### src/rtl/wb_buf_stage.sv
// Write-back buffer stage: selects the write-back result, queues it in a small FIFO
// and drains entries to the register-file write port, with bypass, retire count and halt.
module wb_buf_stage #(
  parameter int unsigned DATA_W  = 16,
  parameter int unsigned RADDR_W = 3,
  parameter int unsigned DEPTH   = 2
) (
  input  logic               clk,
  input  logic               rst,
  input  logic               in_valid,
  output logic               in_ready,
  input  logic [1:0]         in_sel,
  input  logic               in_lbi,
  input  logic               in_regwrite,
  input  logic               in_halt,
  input  logic [RADDR_W-1:0] in_waddr,
  input  logic [DATA_W-1:0]  in_alu,
  input  logic [DATA_W-1:0]  in_mem,
  input  logic [DATA_W-1:0]  in_pc2,
  input  logic [DATA_W-1:0]  in_imm,
  input  logic [DATA_W-1:0]  in_opa,
  output logic               rf_we,
  output logic [RADDR_W-1:0] rf_waddr,
  output logic [DATA_W-1:0]  rf_wdata,
  input  logic               rf_ready,
  output logic               fwd_valid,
  output logic [RADDR_W-1:0] fwd_waddr,
  output logic [DATA_W-1:0]  fwd_wdata,
  output logic [15:0]        retire_cnt,
  output logic               halted,
  output logic               err
);

  localparam int unsigned PTR_W = (DEPTH > 1) ? $clog2(DEPTH) : 1;
  localparam int unsigned CNT_W = PTR_W + 1;

  logic [DATA_W-1:0]  ent_data  [DEPTH];
  logic [RADDR_W-1:0] ent_waddr [DEPTH];
  logic [DEPTH-1:0]   ent_rw;
  logic [DEPTH-1:0]   ent_halt;
  logic [PTR_W-1:0]   wptr;
  logic [PTR_W-1:0]   rptr;
  logic [CNT_W-1:0]   count;

  logic [DATA_W-1:0]  result;
  logic               head_valid;
  logic               push;
  logic               pop;
  logic [PTR_W-1:0]   fwd_idx;

  // Upper operand bits are not part of the SLBI value.
  logic unused_opa;
  assign unused_opa = &{1'b0, in_opa[DATA_W-1:DATA_W-8]};

  // Write-back result select; SLBI shifts the operand left by 8 and merges the immediate byte.
  always_comb begin
    result = '0;
    if (in_lbi) begin
      result = {in_opa[DATA_W-9:0], in_imm[7:0]};
    end else begin
      case (in_sel)
        2'd0:    result = in_alu;
        2'd1:    result = in_mem;
        2'd2:    result = in_pc2;
        default: result = in_imm;
      endcase
    end
  end

  assign head_valid = (count != '0);
  assign in_ready   = (count < CNT_W'(DEPTH)) && !halted;
  assign push       = in_valid && in_ready;
  assign pop        = head_valid && (!ent_rw[rptr] || rf_ready);

  // Head entry drives the write port; outputs depend only on stored state.
  always_comb begin
    rf_we    = 1'b0;
    rf_waddr = '0;
    rf_wdata = '0;
    if (head_valid) begin
      rf_we    = ent_rw[rptr];
      rf_waddr = ent_waddr[rptr];
      rf_wdata = ent_data[rptr];
    end
  end

  // Bypass: walk from the newest entry back toward the head, first regwrite entry wins.
  always_comb begin
    fwd_valid = 1'b0;
    fwd_waddr = '0;
    fwd_wdata = '0;
    fwd_idx   = '0;
    for (int unsigned i = 0; i < DEPTH; i++) begin
      fwd_idx = wptr - PTR_W'(i + 1);
      if (!fwd_valid && (CNT_W'(i) < count) && ent_rw[fwd_idx]) begin
        fwd_valid = 1'b1;
        fwd_waddr = ent_waddr[fwd_idx];
        fwd_wdata = ent_data[fwd_idx];
      end
    end
  end

  always_ff @(posedge clk or posedge rst) begin
    if (rst) begin
      wptr       <= '0;
      rptr       <= '0;
      count      <= '0;
      ent_rw     <= '0;
      ent_halt   <= '0;
      retire_cnt <= '0;
      halted     <= 1'b0;
      err        <= 1'b0;
      for (int unsigned i = 0; i < DEPTH; i++) begin
        ent_data[i]  <= '0;
        ent_waddr[i] <= '0;
      end
    end else begin
      if (push) begin
        ent_data[wptr]  <= result;
        ent_waddr[wptr] <= in_waddr;
        ent_rw[wptr]    <= in_regwrite;
        ent_halt[wptr]  <= in_halt;
        wptr            <= wptr + PTR_W'(1);
      end
      if (pop) begin
        rptr       <= rptr + PTR_W'(1);
        retire_cnt <= retire_cnt + 16'd1;
        if (ent_halt[rptr]) halted <= 1'b1;
      end
      // Issue after halt is a protocol violation; the entry itself is dropped.
      if (in_valid && !in_ready && halted) err <= 1'b1;
      count <= count + CNT_W'(push) - CNT_W'(pop);
    end
  end

endmodule

### config.mk
export PLATFORM = sky130hd
export DESIGN_NAME = wb_buf_stage
export DESIGN_NICKNAME = d
export VERILOG_FILES = /design/src/rtl/wb_buf_stage.sv
export SDC_FILE = /design/constraint.sdc
export NUM_CORES = 1
export LEC_CHECK = 0
export ABC_AREA = 0
export BUFFER_PORTS_ARGS = -buffer_cell sky130_fd_sc_hd__buf_4
export CAP_MARGIN = 40
export CELL_PAD_IN_SITES_DETAIL_PLACEMENT = 1
export CELL_PAD_IN_SITES_GLOBAL_PLACEMENT = 2
export CORE_UTILIZATION = 30
export CTS_CLUSTER_DIAMETER = 100
export DETAILED_ROUTE_END_ITERATION = 10
export PLACE_DENSITY_LB_ADDON = 0.1
export SLEW_MARGIN = 20
export SYNTH_ARGS = -nofsm -noshare
export SYNTH_HDL_FRONTEND = slang
export SYNTH_SLANG_ARGS = --single-unit
### constraint.sdc
create_clock -name clk -period 4.65 [get_ports clk]
set_input_delay 0.465 -clock clk [delete_from_list [all_inputs] [get_ports clk]]
set_output_delay 0.465 -clock clk [all_outputs]
set_load 0.01 [all_outputs]
==> flow_metrics.env, run 1 <==
export IMPL_syn_to_final_growth_pct=43.0
export IMPL_fmax_mhz=379
export IMPL_max_cap_viol_count=0
export IMPL_dpl_instance_area_sq_um=4950
export IMPL_startpoint_type="register"
export IMPL_vias_per_cell=4.89
export IMPL_slew_violations=0
export IMPL_grt_ovfl_total=0
export IMPL_hp_class="input pin to async pin"
export IMPL_r2r_slack_ns=2.63
export IMPL_finalNetCount=614
export IMPL_synthArstFlopShare_pct=100
export IMPL_avgSynthCellArea_sq_um=9.65
export IMPL_ant_nets=0
export IMPL_io_pins=151
export IMPL_post_route_period_util_pct=56.8
export IMPL_grt_first_pass_wirelength_mm=18.2
export IMPL_cp_required_ns=4.18
export IMPL_drt_initial_drc_count=93
export IMPL_clock_latency_ns=0.33
export IMPL_outcome="complete, no violations"
export IMPL_max_vdd_ir_drop_uv=207
export IMPL_die_area_sq_um=12800
export IMPL_dr_total_vias=3392
export IMPL_die_h_um=113
export IMPL_grt_pass1_vias=3580
export IMPL_wl_per_cell_um=16.0
export IMPL_synth_seq_cells=64
export IMPL_crit_fanout=15
export IMPL_antenna_found_initial=0
export IMPL_ys_seq_area_share_pct=43.1
export IMPL_place_congestion=0.723
export IMPL_finalSetupViolCount=0
export IMPL_rsz0062_at_grt="false"
export IMPL_fin_crit_ns=2.64
export IMPL_worstMarginPinSlew_ns=0.768
export IMPL_track_usage_pct=18.3
export IMPL_synth_area_top_cells="dfrtp_1 (43%), mux2i_1 (10%), nand2_1 (6.3%), a22o_1 (5.9%), mux4_2 (4.9%)"
export IMPL_synth_top_area_share_pct=43.1
export IMPL_cts_hold_buf=0
export IMPL_synth_edf_count=0
export IMPL_cts_clk_slew_worst_paths_ns=0.06
export IMPL_rows=40
export IMPL_hold_viol_final=0
export IMPL_clock_sinks=64
export IMPL_post_cts_resized=0
export IMPL_antennaDiodeCount=0
export IMPL_end_kind="output pin"
export IMPL_initial_core_util_pct=30.8
export IMPL_fill_cells=1409
export IMPL_io_buffer_count=142
export IMPL_synthTopCellsByCount="dfrtp_1 (64), nand2_1 (62), nor2_1 (40)"
export IMPL_post_cts_repair_setup_buffers=0
export IMPL_powerDensity_nw_per_um2=618
export IMPL_root_buffer="clkbuf_16"
export IMPL_die_w_um=113
export IMPL_syn_num_nets=479
export IMPL_dp_hpwl_mm=8.31
export IMPL_ys_types=43
export IMPL_worstReg2RegEnd="count[1]$_DFF_PP0_"
export IMPL_synth_cells=385
export IMPL_first_pass_iters=4
export IMPL_wl_mm=11.1
export IMPL_r2r_start="rptr$_DFFE_PP0P_"
export IMPL_setup_tns_ns=0
export IMPL_drive_gt1_share_pct=35.8
export IMPL_htree_levels=3
export IMPL_synth_flop_cell="dfrtp_1"
export IMPL_crit_type="register to output pin"
export IMPL_yosysMostFrequentCell="dfrtp_1"
export IMPL_core_area_sq_um=12100
export IMPL_max_slew_margin_pct=48.8
export IMPL_clock_path_buffers=2
export IMPL_fin_area_sq_um=5310
export IMPL_drc=0
export IMPL_cts_tree="done"
export IMPL_leakage_uw=0.00257
export IMPL_syn_area_sq_um=3710
export IMPL_reg2reg_depth=5
export IMPL_yosysTopAreaCell="dfrtp_1"
export IMPL_grt_max_degree=34
export IMPL_ys_warnings_count=0
export IMPL_cts_buffers=9
export IMPL_arrival_ns=2.18
export IMPL_worst_clock_skew_ns=0.00716
critical path: stages, from the launching register on:
cell and delay [ns]:
dfrtp_1 0.54, or3b_1 0.41, a21boi_1 0.32, a22oi_1 0.15
a21oi_1 0.26, buf_4 0.17
power breakdown:
part | switching [uW] | internal (uW) | leakage [uW]
logic | 735 | 755 | 0.00163
registers | 261 | 788 | 0.000790
clock network | 259 | 485 | 0.000155
final cells by class:
cell class / instances / area [sq um] / share of cell area (%)
Clock inverter: 6 / 92.6 / 1.74
Multi-Input combinational cell: 290 / 1970 / 37.1
Timing Repair Buffer: 151 / 1180 / 22.2
Tap cell: 168 / 210 / 3.96
Sequential cell: 64 / 1600 / 30.2
Inverter: 4 / 15.0 / 0.283
Clock buffer: 10 / 239 / 4.50
cells by family (layout without fill, tap and decap cells):
| family | after synthesis | count (layout) | share of synthesized area [%] |
|---|---|---|---|
| compound gates | 92 | 92 | 16.5 |
| xor+xnor | 19 | 19 | 4.48 |
| fa+ha+maj | 2 | 2 | 0.674 |
| buf+inv | 31 | 171 | 4.08 |
| flops | 64 | 64 | 43.1 |
| mux | 47 | 47 | 15.5 |
| simple gates | 130 | 130 | 15.6 |
per-stage QoR:
| step | hold slack, ns | total power, uW | util (%) | instances | worst slack [ns] |
|---|---|---|---|---|---|
| 2_1_floorplan | 0.445 | 1860 | - | 385 | 2.59 |
| 3_3_place_gp | 0.442 | 2480 | 40.5 | 671 | 2.20 |
| 3_5_place_dp | 0.450 | 2560 | 41.0 | 675 | 2.10 |
| 4_1_cts | 0.250 | 3320 | 43.8 | 691 | 1.74 |
| 5_1_grt | 0.271 | 3520 | 44.0 | 693 | 1.83 |
| 6_report | 0.230 | 3280 | 44.0 | 693 | 2.01 |
layout by cell type, fill, tap and decap left out, drive strengths merged, types with 5 or more instances in the layout:
cell type	netlist	layout
o21ai	25	25
clkbuf	9	10
nor2	41	41
a21oi	28	28
nand2	62	62
mux2i	37	37
xnor2	15	15
nand3	5	5
nand4	5	5
buf	18	151
a22o	25	25
mux4	8	8
dfrtp	64	64
worst max path at each step:
stage	startpoint	end	slack, ns	cells past startpoint
final	wptr$_DFFE_PP0P_	fwd_waddr[2]	2.01	5
after global placement	wptr$_DFFE_PP0P_	fwd_wdata[7]	2.20	5
after detailed placement	wptr$_DFFE_PP0P_	fwd_wdata[7]	2.10	5
after floorplan	rst	count[0]$_DFF_PP0_	2.59	1
after CTS	wptr$_DFFE_PP0P_	fwd_wdata[7]	1.74	5
after global routing	wptr$_DFFE_PP0P_	fwd_waddr[2]	1.83	5
metal layers:
| metal | GRT usage, % | up-vias | share of wire [%] |
|---|---|---|---|
| met5 | 0 | - | 0 |
| met4 | 5.53 | 0 | 1.0 |
| met3 | 4.55 | 10 | 6.0 |
| met2 | 31.9 | 104 | 50 |
| met1 | 22.3 | 1639 | 43 |
| li1 | - | 1639 | - |
registers in the layout, indices dropped and copies added, names as in the netlist, 2 cells and up:
register / flops
count: 2
ent_data: 32
ent_halt: 2
ent_rw: 2
ent_waddr: 6
retire_cnt: 16
Note: power is estimated with default switching activity, not from simulation.
==> run 2, diff against run 1 <==
--- a/config.mk
+++ b/config.mk
@@ -10,7 +10,7 @@
 export CAP_MARGIN = 40
 export CELL_PAD_IN_SITES_DETAIL_PLACEMENT = 1
 export CELL_PAD_IN_SITES_GLOBAL_PLACEMENT = 2
-export CORE_UTILIZATION = 30
+export CORE_UTILIZATION = 25
 export CTS_CLUSTER_DIAMETER = 100
 export DETAILED_ROUTE_END_ITERATION = 10
 export PLACE_DENSITY_LB_ADDON = 0.1
==> constraint.sdc (replaced) <==
create_clock -name clk -period 2.4 [get_ports clk]
set_input_delay 0.24 -clock clk [delete_from_list [all_inputs] [get_ports clk]]
set_output_delay 0.24 -clock clk [all_outputs]
set_load 0.01 [all_outputs]
==> flow_metrics.env, run 2 (synthesized netlist as in run 1, its figures left out) <==
export IMPL_fmax_mhz=444
export IMPL_grt_max_degree=30
export IMPL_finalSetupViolCount=0
export IMPL_htree_levels=3
export IMPL_io_pins=151
export IMPL_die_h_um=124
export IMPL_cts_clk_slew_worst_paths_ns=0.06
export IMPL_leakage_uw=0.00258
export IMPL_clock_sinks=64
export IMPL_finalNetCount=620
export IMPL_worstPathCellList="buf_4 > or3b_1 > a21boi_2 > a22oi_1 > a21oi_2 > buf_4"
export IMPL_max_slew_margin_pct=69.0
export IMPL_rows=44
export IMPL_cts_buffers=9
export IMPL_final_common_cell="buf_4"
export IMPL_antenna_found_initial=0
export IMPL_wl_per_cell_um=16.0
export IMPL_root_buffer="clkbuf_16"
export IMPL_antennaDiodeCount=0
export IMPL_cts_tree="done"
export IMPL_clock_path_buffers=2
export IMPL_hp_class="input pin to register"
export IMPL_reg_top3="ent_data x32, retire_cnt x16, ent_waddr x6"
export IMPL_die_w_um=124
export IMPL_totalPowerFinal_uw=6250
export IMPL_crit_fanout=11
export IMPL_max_cap_viol_count=0
export IMPL_whs_endpoint="ent_halt[1]$_DFFE_PP0P_"
export IMPL_first_pass_iters=4
export IMPL_clock_latency_ns=0.33
export IMPL_wl_mm=11.4
export IMPL_place_congestion=0.712
export IMPL_track_usage_pct=16.0
export IMPL_drt_initial_drc_count=107
export IMPL_ant_nets=0
export IMPL_largest_reg_flops=32
export IMPL_reg2reg_depth=6
export IMPL_final_util_pct=36.6
export IMPL_min_path_cells=3
export IMPL_grt_ovfl_total=0
export IMPL_end_kind="output pin"
export IMPL_final_cells=714
export IMPL_syn_to_final_growth_pct=43.4
export IMPL_max_vdd_ir_drop_uv=380
export IMPL_worst_clock_skew_ns=0.00909
export IMPL_cp_required_ns=2.16
export IMPL_cp_common_cell="buf_4"
export IMPL_rsz0062_at_grt="false"
export IMPL_fin_crit_ns=2.25
export IMPL_grt_pass1_vias=3582
export IMPL_hold_viol_final=0
export IMPL_dp_hpwl_mm=8.78
export IMPL_initial_core_util_pct=25.6
export IMPL_startpoint_type="register"
export IMPL_drc=0
export IMPL_grt_first_pass_wirelength_mm=18.7
export IMPL_worstReg2RegEnd="ent_data[16]$_DFFE_PP0P_"
export IMPL_crit_type="register to output pin"
export IMPL_setup_tns_ns=0
export IMPL_dr_total_vias=3404
export IMPL_post_route_period_util_pct=93.9
export IMPL_cp_top_family="compound AO/OA/AOI/OAI gates"
export IMPL_hp_start="in_halt"
export IMPL_crit_path_max_incr_delay_ns=0.41
export IMPL_vias_per_cell=4.77
export IMPL_top_register="ent_data"
export IMPL_crit_path_top_delay_cell="dfrtp_1"
export IMPL_powerDensity_nw_per_um2=1170
export IMPL_worst_slack_ns=0.146
export IMPL_io_buffer_count=142
export IMPL_drive_gt1_share_pct=36.2
export IMPL_mostFrequentLayoutCells="buf_4 (153), dfrtp_1 (64), nand2_1 (62)"
export IMPL_r2r_start="count[1]$_DFF_PP0_"
export IMPL_dp_cells=698
export IMPL_core_area_sq_um=14500
export IMPL_slew_violations=0
export IMPL_outcome="complete, no violations"
export IMPL_r2r_slack_ns=0.67
export IMPL_worstMarginPinSlew_ns=0.464
export IMPL_die_area_sq_um=15300
export IMPL_preCtsSetupSlack_ns=0.363
export IMPL_path_buf_inv=2
export IMPL_arrival_ns=2.01
[run 2: cell count changes in the layout (fill, tap and decap cells not counted), sizes merged]
cell / change
buf: +5
bufinv: -1
clkbuf: +2
clkinv: -1
clkinvlp: -1
dlygate4sd3: +1
[run 2: repair_timing]
| item | in CTS | in global routing |
|---|---|---|
| hold buffers | 1 | 0 |
| buffers inserted | 0 | 0 |
| setup endpoints to repair | 1 | 1 |
| hold endpoints to repair | 18 | 0 |
| gates resized for setup | 1 | 1 |
[run 2: how the worst max path moves through the flow]
stage	slack, ns	cells after the start	to	startpoint
2_1_floorplan	0.56	1	count[0]$_DFF_PP0_	rst
3_3_place_gp	0.39	5	fwd_wdata[7]	ent_rw[0]$_DFFE_PP0P_
3_5_place_dp	0.36	6	fwd_waddr[2]	wptr$_DFFE_PP0P_
4_1_cts	0.08	6	fwd_waddr[2]	wptr$_DFFE_PP0P_
5_1_grt	0.01	6	fwd_waddr[2]	wptr$_DFFE_PP0P_
6_report	0.15	6	fwd_waddr[2]	wptr$_DFFE_PP0P_
[run 2: layer usage]
metal,global-route usage [%],up-vias,wire (um)
met2,26.4,106,5480
met4,6.10,0,147
met5,0,-,0
li1,-,1643,-
met1,19.9,1646,5070
met3,4.21,9,742
[run 2: stage by stage]
step | cell area, sq um | hold slack, ns
floorplan | 3710 | 0.345
global placement | 5010 | 0.287
detailed placement | 5020 | 0.291
CTS | 5320 | 0.102
global route | 5320 | 0.116
finish | 5320 | 0.114
[run 2: power by group]
group	internal [uW]	total, uW	leakage, uW	switching (uW)
combinational	1500	3000	0.00165	1500
clock	825	1290	0.000139	468
sequential	1530	1960	0.000790	426
[run 2: worst min-delay path, cell delays in order]
cell and delay (ns):
buf_4 0.08, nand2_1 0.04, nand2_1 0.04
[run 2: area by class of cell]
cell class	count	area, sq um
clock buffers	12	246
clock inverters	3	42.5
fillers	1670	9210
inverters	4	15.0
multi-input cells	290	1980
flip-flops and latches	64	1600
well taps	184	230
repair buffers	157	1210
==> run 3, diff against run 2 <==
--- a/config.mk
+++ b/config.mk
@@ -7,12 +7,12 @@
 export LEC_CHECK = 0
 export ABC_AREA = 0
 export BUFFER_PORTS_ARGS = -buffer_cell sky130_fd_sc_hd__buf_4
-export CAP_MARGIN = 40
 export CELL_PAD_IN_SITES_DETAIL_PLACEMENT = 1
 export CELL_PAD_IN_SITES_GLOBAL_PLACEMENT = 2
 export CORE_UTILIZATION = 25
 export CTS_CLUSTER_DIAMETER = 100
 export DETAILED_ROUTE_END_ITERATION = 10
+export MAX_ROUTING_LAYER = met4
 export PLACE_DENSITY_LB_ADDON = 0.1
 export SLEW_MARGIN = 20
 export SYNTH_ARGS = -nofsm -noshare
==> flow_metrics.env, run 3 (synthesized netlist as in run 1, its figures left out) <==
export IMPL_clock_power_share_pct=21.0
export IMPL_finalNetCount=619
export IMPL_p_switching_uw=2420
export IMPL_p_int_uw=3850
export IMPL_end_kind="output pin"
export IMPL_largest_reg_flops=32
export IMPL_die_w_um=124
export IMPL_outcome="complete, no violations"
export IMPL_startpoint_type="register"
export IMPL_dp_hpwl_mm=8.76
export IMPL_max_slew_margin_pct=64.9
export IMPL_fmax_mhz=438
export IMPL_final_cells=714
export IMPL_leakage_uw=0.00258
export IMPL_die_h_um=124
export IMPL_cts_tree="done"
export IMPL_cts_clk_slew_worst_paths_ns=0.06
export IMPL_cts_buffers=9
export IMPL_antenna_found_initial=0
export IMPL_dp_cells=697
export IMPL_min_path_cells=3
export IMPL_antennaDiodeCount=0
export IMPL_wl_per_cell_um=16.1
export IMPL_crit_path_max_incr_delay_ns=0.42
export IMPL_rows=44
export IMPL_final_common_cell="buf_4"
export IMPL_grt_pass1_vias=3616
export IMPL_dr_total_vias=3415
export IMPL_clock_latency_ns=0.33
export IMPL_r2r_slack_ns=0.67
export IMPL_slew_violations=0
export IMPL_seqPwrFrac_pct=31.2
export IMPL_cp_top_family="compound AO/OA/AOI/OAI gates"
export IMPL_rsz0062_at_grt="false"
export IMPL_htree_levels=3
export IMPL_crit_path_top_delay_cell="dfrtp_1"
export IMPL_path_buf_inv=2
export IMPL_drc=0
export IMPL_powerDensity_nw_per_um2=1180
export IMPL_worstPathCellList="buf_4 > or3b_1 > a21boi_2 > a22oi_1 > a21oi_2 > buf_4"
export IMPL_track_usage_pct=16.7
export IMPL_reg_top3="ent_data x32, retire_cnt x16, ent_waddr x6"
export IMPL_grt_max_degree=30
export IMPL_fill_cells=1680
export IMPL_max_cap_viol_count=0
export IMPL_post_route_period_util_pct=95.2
export IMPL_mostFrequentLayoutCells="buf_4 (153), dfrtp_1 (64), nand2_1 (62)"
export IMPL_grt_first_pass_wirelength_mm=18.8
export IMPL_drt_initial_drc_count=95
export IMPL_vias_per_cell=4.78
export IMPL_swShare_pct=38.6
export IMPL_place_congestion=0.720
export IMPL_grt_ovfl_total=0
export IMPL_first_pass_iters=4
export IMPL_dpl_instance_area_sq_um=5010
export IMPL_power_share_combinational_pct=47.8
export IMPL_hp_start="in_waddr[2]"
export IMPL_setup_tns_ns=0
export IMPL_cp_required_ns=2.16
export IMPL_clock_sinks=64
export IMPL_worstMarginPinSlew_ns=0.525
export IMPL_hp_class="input pin to register"
export IMPL_worstReg2RegEnd="ent_data[23]$_DFFE_PP0P_"
export IMPL_root_buffer="clkbuf_16"
export IMPL_syn_to_final_growth_pct=43.5
export IMPL_reg2reg_depth=6
export IMPL_finalSetupViolCount=0
export IMPL_fin_area_sq_um=5330
export IMPL_max_vdd_ir_drop_uv=380
export IMPL_fin_crit_ns=2.28
export IMPL_core_area_sq_um=14500
export IMPL_ant_nets=0
export IMPL_arrival_ns=2.04
export IMPL_cp_common_cell="buf_4"
export IMPL_post_cts_repair_setup_buffers=0
export IMPL_totalPowerFinal_uw=6280
export IMPL_io_pins=151
export IMPL_crit_type="register to output pin"
export IMPL_clock_path_buffers=2
export IMPL_top_register="ent_data"
export IMPL_wl_mm=11.5
export IMPL_io_buffer_count=142
export IMPL_initial_core_util_pct=25.6
export IMPL_crit_fanout=11
export IMPL_whs_endpoint="ent_waddr[2]$_DFFE_PP0P_"
export IMPL_r2r_start="count[1]$_DFF_PP0_"
export IMPL_hold_viol_final=0
export IMPL_drive_gt1_share_pct=36.4
export IMPL_worst_clock_skew_ns=0.00469
export IMPL_die_area_sq_um=15300
## run 3: changes by cell type in the layout (fill, tap and decap cells not counted), sizes merged
| cell | delta |
|---|---|
| clkbuf | -1 |
| buf | -1 |
| clkinv | +2 |
## run 3: cell type report
cell class / instances / area [sq um] / area share, %
timing repair buffer: 156 / 1200 / 22.5
inverter: 4 / 15.0 / 0.282
clock inverter: 5 / 56.3 / 1.06
tap: 184 / 230 / 4.32
multi-input combinational: 290 / 1980 / 37.2
clock buffer: 11 / 243 / 4.56
sequential: 64 / 1600 / 30.1
## run 3: worst max-delay path by stage
stage	startpoint	endpoint	slack, ns	cells after the start
after floorplan	rst	count[0]$_DFF_PP0_	0.56	1
after global placement	ent_rw[0]$_DFFE_PP0P_	fwd_wdata[7]	0.39	5
after detailed placement	ent_rw[0]$_DFFE_PP0P_	fwd_wdata[7]	0.31	5
after CTS	wptr$_DFFE_PP0P_	fwd_waddr[2]	0.05	6
after global routing	wptr$_DFFE_PP0P_	fwd_waddr[2]	0.009	6
final	wptr$_DFFE_PP0P_	fwd_waddr[2]	0.12	6
## run 3: per-layer routing
layer / part of all wire, % / global-route usage (%)
met5: 0 / -
met4: 1.5 / 5.87
met3: 5.8 / 3.43
met2: 48 / 27.0
met1: 45 / 20.6
## run 3: repair_timing
item                                    in CTS  in global routing
hold buffers                                 1                  0
gates resized for setup                      2                  1
endpoints found under the setup margin      18                  1
pin swaps                                    0                  1
hold endpoints to repair                    18                  0
## run 3: through the flow
| step | hold slack [ns] | setup slack (ns) | utilization [%] |
|---|---|---|---|
| CTS | 0.103 | 0.0548 | 36.6 |
| detailed placement | 0.295 | 0.310 | 34.4 |
| floorplan | 0.345 | 0.562 | - |
| global placement | 0.287 | 0.386 | 34.4 |
| global route | 0.109 | 0.00909 | 36.7 |
| finish | 0.109 | 0.116 | 36.7 |
## run 3: power by group through the flow
stage	logic, uW	clock network [uW]	registers (uW)
final	3000	1320	1960
after global routing	3360	1410	2040
after floorplan	1730	0	1870
after detailed placement	3040	0	1990
after CTS	3060	1350	1970
after global placement	2970	0	1970
## run 3: worst reg2reg max path, cell delays in order (launching register included)
cell,delay [ns]
dfrtp_1,0.39
buf_4,0.19
nor3b_4,0.35
nand2b_1,0.26
buf_4,0.26
nand2_1,0.08
o21ai_0,0.08
